**src/rtl/signed_mix_accum.sv**
```systemverilog
`default_nettype none
// +----------------------------------------------------------------------------+
// | Module   : signed_mix_accum                                                |
// | Purpose  : frame accumulator of sext(h) - zext(e) with a final >>> by g,   |
// |            and the signed maximum of f; valid/ready in and out.            |
// | Option   : SIGNED_MIX_ACCUM_SATURATE_EN clamps every step to ACC_W.        |
// | Revision : 1.0                                                             |
// +----------------------------------------------------------------------------+
module signed_mix_accum #(
    parameter int ACC_W = 16,
    parameter int BEATS = 4
) (
    input  logic             clk,
    input  logic             rst_n,
    input  logic             in_valid,
    output logic             in_ready,
    input  logic [7:0]       e,
    input  logic [7:0]       f,
    input  logic [7:0]       g,
    input  logic [7:0]       h,
    output logic             out_valid,
    input  logic             out_ready,
    output logic [ACC_W-1:0] out_data,
    output logic [7:0]       out_max
);

    localparam int                 c_CNT_W = (BEATS > 1) ? $clog2(BEATS) : 1;
    localparam logic [c_CNT_W-1:0] c_LAST  = c_CNT_W'(BEATS - 1);
    localparam int                 c_SUM_W = ACC_W + 2;

    typedef enum logic [1:0] {
        ACC   = 2'd0,
        SHIFT = 2'd1,
        HOLD  = 2'd2
    } state_t;

    state_t             r_state;
    logic [ACC_W-1:0]   r_acc;
    logic [7:0]         r_fmax;
    logic [c_CNT_W-1:0] r_beat_cnt;
    logic [3:0]         r_shamt;
    logic               r_out_valid;
    logic [ACC_W-1:0]   r_out_data;
    logic [7:0]         r_out_max;

    logic               w_accept;
    logic [c_SUM_W-1:0] w_sum;
    logic [ACC_W-1:0]   w_next_acc;
    logic               w_unused;

    assign in_ready  = (r_state == ACC);
    assign w_accept  = in_valid && in_ready;
    assign out_valid = r_out_valid;
    assign out_data  = r_out_data;
    assign out_max   = r_out_max;

    // Two guard bits make the sum exact, so wrap and clamp both start from it.
    assign w_sum = {{2{r_acc[ACC_W-1]}}, r_acc}
                 + {{(c_SUM_W-8){h[7]}}, h}
                 - {{(c_SUM_W-8){1'b0}}, e};

    assign w_unused = ^{g[7:4], w_sum[c_SUM_W-1:ACC_W]};

`ifdef SIGNED_MIX_ACCUM_SATURATE_EN
    localparam logic signed [c_SUM_W-1:0] c_MAX = {3'b000, {(ACC_W-1){1'b1}}};
    localparam logic signed [c_SUM_W-1:0] c_MIN = {3'b111, {(ACC_W-1){1'b0}}};

    always_comb begin
        w_next_acc = w_sum[ACC_W-1:0];
        if ($signed(w_sum) > c_MAX) begin
            w_next_acc = c_MAX[ACC_W-1:0];
        end else if ($signed(w_sum) < c_MIN) begin
            w_next_acc = c_MIN[ACC_W-1:0];
        end
    end
`else
    assign w_next_acc = w_sum[ACC_W-1:0];
`endif

    always_ff @(posedge clk or negedge rst_n) begin
        if (!rst_n) begin
            r_state     <= ACC;
            r_acc       <= '0;
            r_fmax      <= '0;
            r_beat_cnt  <= '0;
            r_shamt     <= '0;
            r_out_valid <= 1'b0;
            r_out_data  <= '0;
            r_out_max   <= '0;
        end else begin
            case (r_state)
                ACC: begin
                    if (w_accept) begin
                        r_acc   <= w_next_acc;
                        r_shamt <= g[3:0];
                        if (r_beat_cnt == '0 || $signed(f) > $signed(r_fmax)) begin
                            r_fmax <= f;
                        end
                        if (r_beat_cnt == c_LAST) begin
                            r_beat_cnt <= '0;
                            r_state    <= SHIFT;
                        end else begin
                            r_beat_cnt <= r_beat_cnt + c_CNT_W'(1);
                        end
                    end
                end
                SHIFT: begin
                    r_acc   <= $signed(r_acc) >>> r_shamt;
                    r_state <= HOLD;
                end
                HOLD: begin
                    r_out_data <= r_acc;
                    r_out_max  <= r_fmax;
                    if (out_ready) begin
                        r_acc   <= '0;
                        r_state <= ACC;
                    end
                end
                default: r_state <= ACC;
            endcase
            // Result flag trails the HOLD state by one register stage.
            r_out_valid <= (r_state == HOLD);
        end
    end

endmodule
`default_nettype wire

```
**config.mk**
```make
export PLATFORM = sky130hd
export DESIGN_NAME = signed_mix_accum
export DESIGN_NICKNAME = d
export VERILOG_FILES = /design/src/rtl/signed_mix_accum.sv
export SDC_FILE = /design/constraint.sdc
export NUM_CORES = 1
export LEC_CHECK = 0
export ABC_AREA = 1
export CAP_MARGIN = 10
export CORE_ASPECT_RATIO = 1.75
export CORE_MARGIN = 5
export CORE_UTILIZATION = 57
export CTS_CLUSTER_SIZE = 12
export DETAILED_ROUTE_END_ITERATION = 8
export HOLD_SLACK_MARGIN = 0.06
export PLACE_DENSITY = 0.82
export RECOVER_POWER = 25
export SYNTH_ARGS = -nofsm -noshare
export SYNTH_HDL_FRONTEND = slang
export SYNTH_SLANG_ARGS = --single-unit
export TNS_END_PERCENT = 100
```
**constraint.sdc**
```tcl
create_clock -name clk -period 5.25 [get_ports clk]
set_input_delay 1.05 -clock clk [delete_from_list [all_inputs] [get_ports clk]]
set_output_delay 1.05 -clock clk [all_outputs]
set_load 0.01 [all_outputs]
```
==> impl_summary.txt, run 1 <==
----------------------------------------------------
[Timing]
  Highest clock frequency the design can meet ... 283 MHz
  Setup slack of the critical path after layout ... 1.71 ns
  Post-Route Skew ... 0.00350 ns
  Finish-stage setup viols ... 0
  Final cycle utilization of the critical path ... between 60% and 70%
  Final number of max-transition violations ... 106
  Setup repair after global routing missed its margin ... false
  Min Hold Slack ... 0.474 ns
  Worst slew margin relative to its limit ... -103%
  Total negative slack for setup checks ... 0 ns
  Total count of hold-check failures in the final report ... 0
  Final worst path period need ... around 3.5 ns
  Slew at the pin with the worst max-slew slack ... 3.04 ns

[Power and ir drop]
  Leak Pwr ... approximately 0.0029 uW
  Relative contribution of combinational cells to total power ... a little over three fifths
  Total net switching power ... 2040 uW
  Power share of the clock group ... ~17%
  Internal power component ... approximately 2200 uW
  P per Cell Area ... 773 nW/um2
  Worst IR Drop VDD ... 0.451 mV
  Overall power consumption ... ~4200 uW
  Seq pwr share ... around a fifth
  Switching part of the total power ... between 40% and 50%

[GRT]
  Congestion Overflow GR ... 0
  Via count of the first global-routing pass ... 4496
  First-pass GRT wire length ... 19600 um
  GRT Total Usage ... 24.5%
  Number of antenna violations at the first check in global routing ... 0
  Pin count of the biggest net entering global routing ... 58

[Detailed routing]
  Wire per inst ... ~15 um
  Antenna-violating nets left ... 0
  Number of design-rule violations left by the first detailed-router iteration ... 302
  Number of remaining DRC errors ... 0
  Average vias per placed instance ... between 5 and 6
  Via count ... 4393
  Final wirelength ... around 12000 um
  First-pass detailed-route iteration total ... 5

[Synthesis]
  Largest cells by area after synthesis ... sky130_fd_sc_hd__dfrtp_1 (31%), sky130_fd_sc_hd__nand2_1 (16%), sky130_fd_sc_hd__ha_1 (10%)
  Largest family of logic cells by synthesized area ... simple AND/OR/NAND/NOR gates
  Adder and majority gate portion of the synthesized area ... 14.0%
  Compound-cell area share of the yosys netlist ... between 10% and 20%
  Post-synth EDFFs ... 0
  Yosys warnings ... 0
  Area fraction in and, or, nand and nor cells after synthesis ... 29.8%
  Average cell area after synthesis ... between 7 and 8 um2
  Seq cells post-synth ... 57
  Share of cell area taken by muxes after synthesis ... 0.495%
  Cell type with the largest total area after synthesis ... sky130_fd_sc_hd__dfrtp_1
  Async set-reset flop share out of synthesis ... 100%
  Leading post-synthesis cells by instance count ... sky130_fd_sc_hd__nand2_1 (193), sky130_fd_sc_hd__inv_1 (104), sky130_fd_sc_hd__nand3_1 (70)
  Most common flop cell mapped by yosys ... sky130_fd_sc_hd__dfrtp_1
  Mapped Nets ... 730
  Number of instances in the synthesized netlist ... 648
  Xor/xnor share of the synthesized area ... 0.962%
  Area share of the largest cell type after synthesis ... a little under a third
  Number of distinct library cells after synthesis ... 40
  Portion of the post-synthesis area used by sequential elements ... between 30 and 40%
  Synthesized cell area ... 4550 um2
  Most frequent cell after synthesis ... sky130_fd_sc_hd__nand2_1

[Finish]
  Antenna Diode Count ... 0
  Share of post-route cells with drive strength above 1 ... roughly 5.3%
  Layout overhead on the synthesized area ... 20.5%
  Number of nets in the layout ... 780
  Post-route insts no fill ... 793

[CTS]
  Hold buffer count at cts ... 0
  Clk sink count ... 57
  Clk_lat worst skew ... about 0.33 ns
  Maximum count of clock buffers along a single path ... 2
  Post-CTS setup buffer count ... 0
  Number of buffers created by CTS ... 9
  Root buffer cell ... sky130_fd_sc_hd__clkbuf_16
  H-Tree Level Count ... 3
  Post-cts resize count ... 0
  Clock slew seen by the registers of the worst setup and hold paths ... approximately 0.050 ns
  CTS tree ... built

[Critical path]
  WP data arrival ... roughly 3.3 ns
  Maximum cell stage delay along the critical path ... 2.13 ns
  Worst setup EP type ... async pin
  Cell chain of the critical path ... buf_2, clkbuf_1
  Reg-to-reg setup timing slack ... 2.60 ns
  Crit-path leading delay family ... buffers and inverters
  Startpoint type of the worst setup path ... input port
  Number of buffers and inverters on the critical path ... 2
  Crit Path Class ... input port to async pin
  Required arrival time at the worst endpoint ... 5.02 ns
  Critical Path Fanout Max ... 57
  Crit path max-delay cell type ... sky130_fd_sc_hd__clkbuf_1

[Floorplanning]
  Core Box Area ... 7860 um2
  Die span in x ... just under 80 um
  Number of cell rows ... 43
  Die Footprint ... 9950 um2
  Die outline height ... 128 um
  Initial cell density of the core ... 58.0%
  Number of top-level pins ... 62

[Placed design]
  Gpl congestion ... 0.916
  IO Port Bufs ... 57
  Half-perimeter wire length of the detailed placement result ... between 8000 and 9000 um
  Cell count after placement ... 777
  Worst setup slack before clock tree synthesis ... about 1.7 ns

[Status]
  Violated checks ... max-capacitance violations, max-slew violations
  Run status ... finished with violations

[Run]
  Total of max-cap violations ... 2

[Hold path]
  Class of the tightest hold or removal check ... flip-flop to flip-flop

----------------------------------------------------
-- placed cells by master (no fill, tap or decap), types with 2 or more instances in the layout --
| cell | Yosys | routed |
|---|---|---|
| sky130_fd_sc_hd__clkdlybuf4s50_1 | 0 | 56 |
| sky130_fd_sc_hd__o21ai_1 | 8 | 8 |
| sky130_fd_sc_hd__ha_1 | 38 | 38 |
| sky130_fd_sc_hd__a21oi_1 | 40 | 40 |
| sky130_fd_sc_hd__clkbuf_1 | 4 | 2 |
| sky130_fd_sc_hd__o211ai_2 | 2 | 2 |
| sky130_fd_sc_hd__xor2_1 | 3 | 3 |
| sky130_fd_sc_hd__xnor2_1 | 2 | 2 |
| sky130_fd_sc_hd__nand2_1 | 193 | 193 |
| sky130_fd_sc_hd__or2_2 | 3 | 3 |
| sky130_fd_sc_hd__o21ai_0 | 17 | 17 |
| sky130_fd_sc_hd__o211ai_1 | 6 | 6 |
| sky130_fd_sc_hd__dfrtp_1 | 57 | 57 |
| sky130_fd_sc_hd__inv_1 | 104 | 104 |
| sky130_fd_sc_hd__bufinv_16 | 0 | 3 |
| sky130_fd_sc_hd__nand2_2 | 3 | 3 |
| sky130_fd_sc_hd__nand4_1 | 4 | 4 |
| sky130_fd_sc_hd__mux2_2 | 2 | 2 |
| sky130_fd_sc_hd__fa_1 | 8 | 8 |
| sky130_fd_sc_hd__nor2_1 | 38 | 38 |
| sky130_fd_sc_hd__a21boi_2 | 3 | 3 |
| sky130_fd_sc_hd__clkbuf_16 | 0 | 9 |
| sky130_fd_sc_hd__clkbuf_8 | 0 | 3 |
| sky130_fd_sc_hd__or2_1 | 2 | 2 |
| sky130_fd_sc_hd__a22oi_1 | 2 | 2 |
| sky130_fd_sc_hd__nand3_1 | 70 | 70 |
| sky130_fd_sc_hd__a21boi_1 | 8 | 8 |
| sky130_fd_sc_hd__nor2_4 | 2 | 2 |
| sky130_fd_sc_hd__and2_1 | 2 | 2 |
-- power by group through the flow --
stage | combinational (uW) | sequential [uW] | clock [uW]
after CTS | 2650 | 871 | 715
final | 2650 | 879 | 708
after floorplan | 1950 | 825 | 0
after global placement | 2540 | 862 | 0
after detailed placement | 2610 | 873 | 0
after global routing | 2990 | 912 | 736
-- layout make-up --
type	instances	area, um2
clock buffer	12	267
clock inverter	4	97.6
tap	90	113
multi-input combinational	465	2610
sequential	57	1430
timing repair buffer	59	573
fill	649	2370
inverter	106	403
-- metrics by stage --
step | cell area, um2 | utilization, %
floorplan | 4550 | -
global placement | 5130 | 65.3
detailed placement | 5130 | 65.3
CTS | 5500 | 70.0
global route | 5490 | 69.9
finish | 5490 | 69.9
-- worst paths after layout --
path                            startpoint     endpoint  cells after the start
worst max-delay path                 rst_n     r_acc[5]                      2
worst max register to register  r_state[0]   out_max[0]                      4
worst min-delay path             r_fmax[1]    r_fmax[1]                      2
max in group clk                      h[7]    r_acc[13]                     14
min in group asynchronous            rst_n  out_data[1]                      2
worst min register to register   r_fmax[1]    r_fmax[1]                      2
-- sequential cells by signal (all words and copies together), names as in the netlist --
| name | flops |
|---|---|
| out_data | 16 |
| r_shamt | 4 |
| r_beat_cnt | 2 |
| r_state | 2 |
| r_acc | 16 |
| out_valid | 1 |
| r_fmax | 8 |
| out_max | 8 |
-- metal layers --
| layer | track usage, % | vias up | part of all wire [%] |
|---|---|---|---|
| li1 | - | 2156 | - |
| met1 | 26.6 | 2033 | 38 |
| met2 | 44.5 | 173 | 53 |
| met3 | 4.85 | 31 | 5.6 |
| met4 | 11.6 | 0 | 3.5 |
| met5 | 0 | - | 0 |
-- kinds of logic (layout without fill, tap and decap cells) --
group                      count (synthesis)  in the layout
and+or+nand+nor                          321            321
xor gates and xnor gates                   5              5
buffers and inverters                    126            181
muxes                                      2              2
AOI/OAI and AO/OA                         91             91
DFF                                       57             57
adders and majority gates                 46             46
No activity file was read; power rests on OpenSTA's default activity.
==> run 2: changes to the inputs <==
--- a/config.mk
+++ b/config.mk
@@ -9,11 +9,11 @@
 export CAP_MARGIN = 10
 export CORE_ASPECT_RATIO = 1.75
 export CORE_MARGIN = 5
-export CORE_UTILIZATION = 57
+export CORE_UTILIZATION = 56
 export CTS_CLUSTER_SIZE = 12
 export DETAILED_ROUTE_END_ITERATION = 8
 export HOLD_SLACK_MARGIN = 0.06
-export PLACE_DENSITY = 0.82
+export PLACE_DENSITY = 0.81
 export RECOVER_POWER = 25
 export SYNTH_ARGS = -nofsm -noshare
 export SYNTH_HDL_FRONTEND = slang
==> constraint.sdc (replaced) <==
create_clock -name clk -period 3.5 [get_ports clk]
set_input_delay 0.7 -clock clk [delete_from_list [all_inputs] [get_ports clk]]
set_output_delay 0.7 -clock clk [all_outputs]
set_load 0.01 [all_outputs]
==> run 2 against run 1 <==
The run still ends with max-capacitance violations, max-slew violations left. Hold slack improved by 0.0066 ns. Flip-flop and latch count unchanged. First-iteration DRC count decreased by 19%. Final cell count increased by 0.25%. Non-clock buffer count increased by 2. Clock power increased by 44%. Critical path type is now input port to flip-flop. Critical endpoint is now r_acc[13]. Highest routed layer unchanged.
==> impl_summary.txt, run 2 (synthesis results as in run 1) <==
----------------------------------------------------
[GRT]
  GRT Total Usage ... 25.6%
  Congestion Overflow GR ... 0
  Number of antenna violations at the first check in global routing ... 0
  First-pass GRT wire length ... slightly above 20000 um
  Pin count of the biggest net entering global routing ... 48
  Via count of the first global-routing pass ... 4483

[Timing]
  Total count of hold-check failures in the final report ... 0
  Final number of max-transition violations ... 43
  Final worst path period need ... 2.96 ns
  Setup repair after global routing missed its margin ... false
  Total negative slack for setup checks ... 0 ns
  Worst slew margin relative to its limit ... -47.0%
  Setup slack of the critical path after layout ... approximately 0.54 ns
  Highest clock frequency the design can meet ... 338 MHz
  Post-Route Skew ... 0.00410 ns
  Slew at the pin with the worst max-slew slack ... 2.20 ns
  Final cycle utilization of the critical path ... a little over four fifths
  Finish-stage setup viols ... 0

[Critical path]
  Critical Path Fanout Max ... 8
  Crit Path Class ... input port to flip-flop
  WP data arrival ... 3.21 ns
  End of the worst register-to-register path ... r_acc[14]
  Reg-to-reg setup timing slack ... 1.11 ns
  Depth of the most critical reg-to-reg path ... 13
  Reg-to-Reg Start ... r_acc[1]
  Worst setup EP type ... flip-flop
  Startpoint type of the worst setup path ... input port
  Required arrival time at the worst endpoint ... between 3 and 4 ns

[CTS]
  Maximum count of clock buffers along a single path ... 2
  H-Tree Level Count ... 3
  Post-CTS setup buffer count ... 0
  Number of buffers created by CTS ... 9
  Root buffer cell ... sky130_fd_sc_hd__clkbuf_16
  CTS tree ... built
  Clk_lat worst skew ... 0.33 ns
  Clk sink count ... 57
  Post-cts resize count ... 0
  Hold buffer count at cts ... 0
  Clock slew seen by the registers of the worst setup and hold paths ... 0.05 ns

[Power and ir drop]
  Worst IR Drop VDD ... 0.632 mV
  P per Cell Area ... 1160 nW/um2
  Leak Pwr ... 0.00289 uW

[Placed design]
  IO Port Bufs ... 57
  Half-perimeter wire length of the detailed placement result ... 9360 um
  Worst setup slack before clock tree synthesis ... 0.190 ns
  Gpl congestion ... 0.934

[Detailed routing]
  Number of remaining DRC errors ... 0
  Via count ... ~4400
  Average vias per placed instance ... around 5.6
  Final wirelength ... 12100 um
  Number of design-rule violations left by the first detailed-router iteration ... 244
  Antenna-violating nets left ... 0
  First-pass detailed-route iteration total ... 5
  Wire per inst ... around 15 um

[Hold path]
  Origin of the worst min-delay path ... r_fmax[5]
  Number of stages on the worst hold path ... 2
  Terminating pin of the worst hold path ... r_fmax[5]
  Class of the tightest hold or removal check ... flip-flop to flip-flop

[Floorplanning]
  Initial cell density of the core ... 57.2%
  Die span in x ... just under 80 um
  Die Footprint ... between 10000 and 15000 um2
  Number of cell rows ... 43
  Core Box Area ... ~8000 um2
  Die outline height ... 129 um
  Number of top-level pins ... between 60 and 70

[Finish]
  Number of nets in the layout ... 782
  Most common cell after layout, fill and taps aside ... sky130_fd_sc_hd__nand2_1
  Layout overhead on the synthesized area ... 20.6%
  Share of post-route cells with drive strength above 1 ... 5.53%
  Antenna Diode Count ... 0
  Leading cell types in the layout, fill and taps excluded ... sky130_fd_sc_hd__nand2_1 (193), sky130_fd_sc_hd__inv_1 (104), sky130_fd_sc_hd__nand3_1 (70), sky130_fd_sc_hd__dfrtp_1 (57), sky130_fd_sc_hd__clkdlybuf4s50_1 (56)

[Status]
  Violated checks ... max-capacitance violations, max-slew violations
  Run status ... finished with violations

[Run]
  Total of max-cap violations ... 1

----------------------------------------------------
## run 2: changes by cell type in the layout (fill, tap and decap cells not counted), sizes merged
cell / before / now
buf: 1 / 4
clkbuf: 14 / 12
clkinv: 0 / 1
## run 2: per-stage QoR
step	area (um2)	cells	total power [uW]	hold WS (ns)	util, %
final	5490	795	6350	0.480	69.0
after global routing	5490	795	6950	0.491	69.0
after CTS	5490	795	6340	0.484	69.0
after detailed placement	5150	779	5270	0.467	64.6
after global placement	5150	779	5130	0.456	64.6
after floorplan	4550	648	4170	0.404	-
## run 2: layer usage
layer	global-route usage (%)	up-vias	wire length, um
met5	0	-	0
met4	13.1	0	465
met3	3.89	41	555
met2	48.0	173	6590
met1	27.4	2069	4520
li1	-	2161	-
## run 2: cell type report
cell class | count | area, um2
Clock buffer | 11 | 243
Multi-Input combinational cell | 465 | 2610
Fill cell | 646 | 2470
Timing Repair Buffer | 61 | 594
Clock inverter | 5 | 103
Inverter | 106 | 403
Tap cell | 90 | 113
Sequential cell | 57 | 1430
## run 2: where the power goes
group | total (uW) | internal [uW] | switching, uW
Clock | 1020 | 713 | 307
Sequential | 1320 | 1010 | 315
Combinational | 4010 | 1560 | 2450
## run 2: how the worst max path moves through the flow
stage           endpoint  slack (ns)  startpoint
5_1_grt        r_acc[13]        0.34        h[7]
4_1_cts        r_acc[13]        0.53        h[7]
2_1_floorplan   r_acc[4]        0.99        h[1]
3_3_place_gp   r_acc[13]        0.27        h[7]
6_report       r_acc[13]        0.54        h[7]
3_5_place_dp   r_acc[13]        0.19        h[7]
## run 2: worst max-delay path: stages
cell and delay [ns]:
sky130_fd_sc_hd__clkdlybuf4s50_1 0.49, sky130_fd_sc_hd__inv_1 0.17, sky130_fd_sc_hd__fa_1 0.54, sky130_fd_sc_hd__inv_1 0.04
sky130_fd_sc_hd__ha_1 0.34, sky130_fd_sc_hd__nand2_1 0.10, sky130_fd_sc_hd__inv_1 0.05, sky130_fd_sc_hd__nand2_1 0.13
sky130_fd_sc_hd__nand2_1 0.07, sky130_fd_sc_hd__a21oi_1 0.20, sky130_fd_sc_hd__nand2_1 0.08, sky130_fd_sc_hd__nand2_1 0.06
sky130_fd_sc_hd__nand3_1 0.08, sky130_fd_sc_hd__a21boi_1 0.15
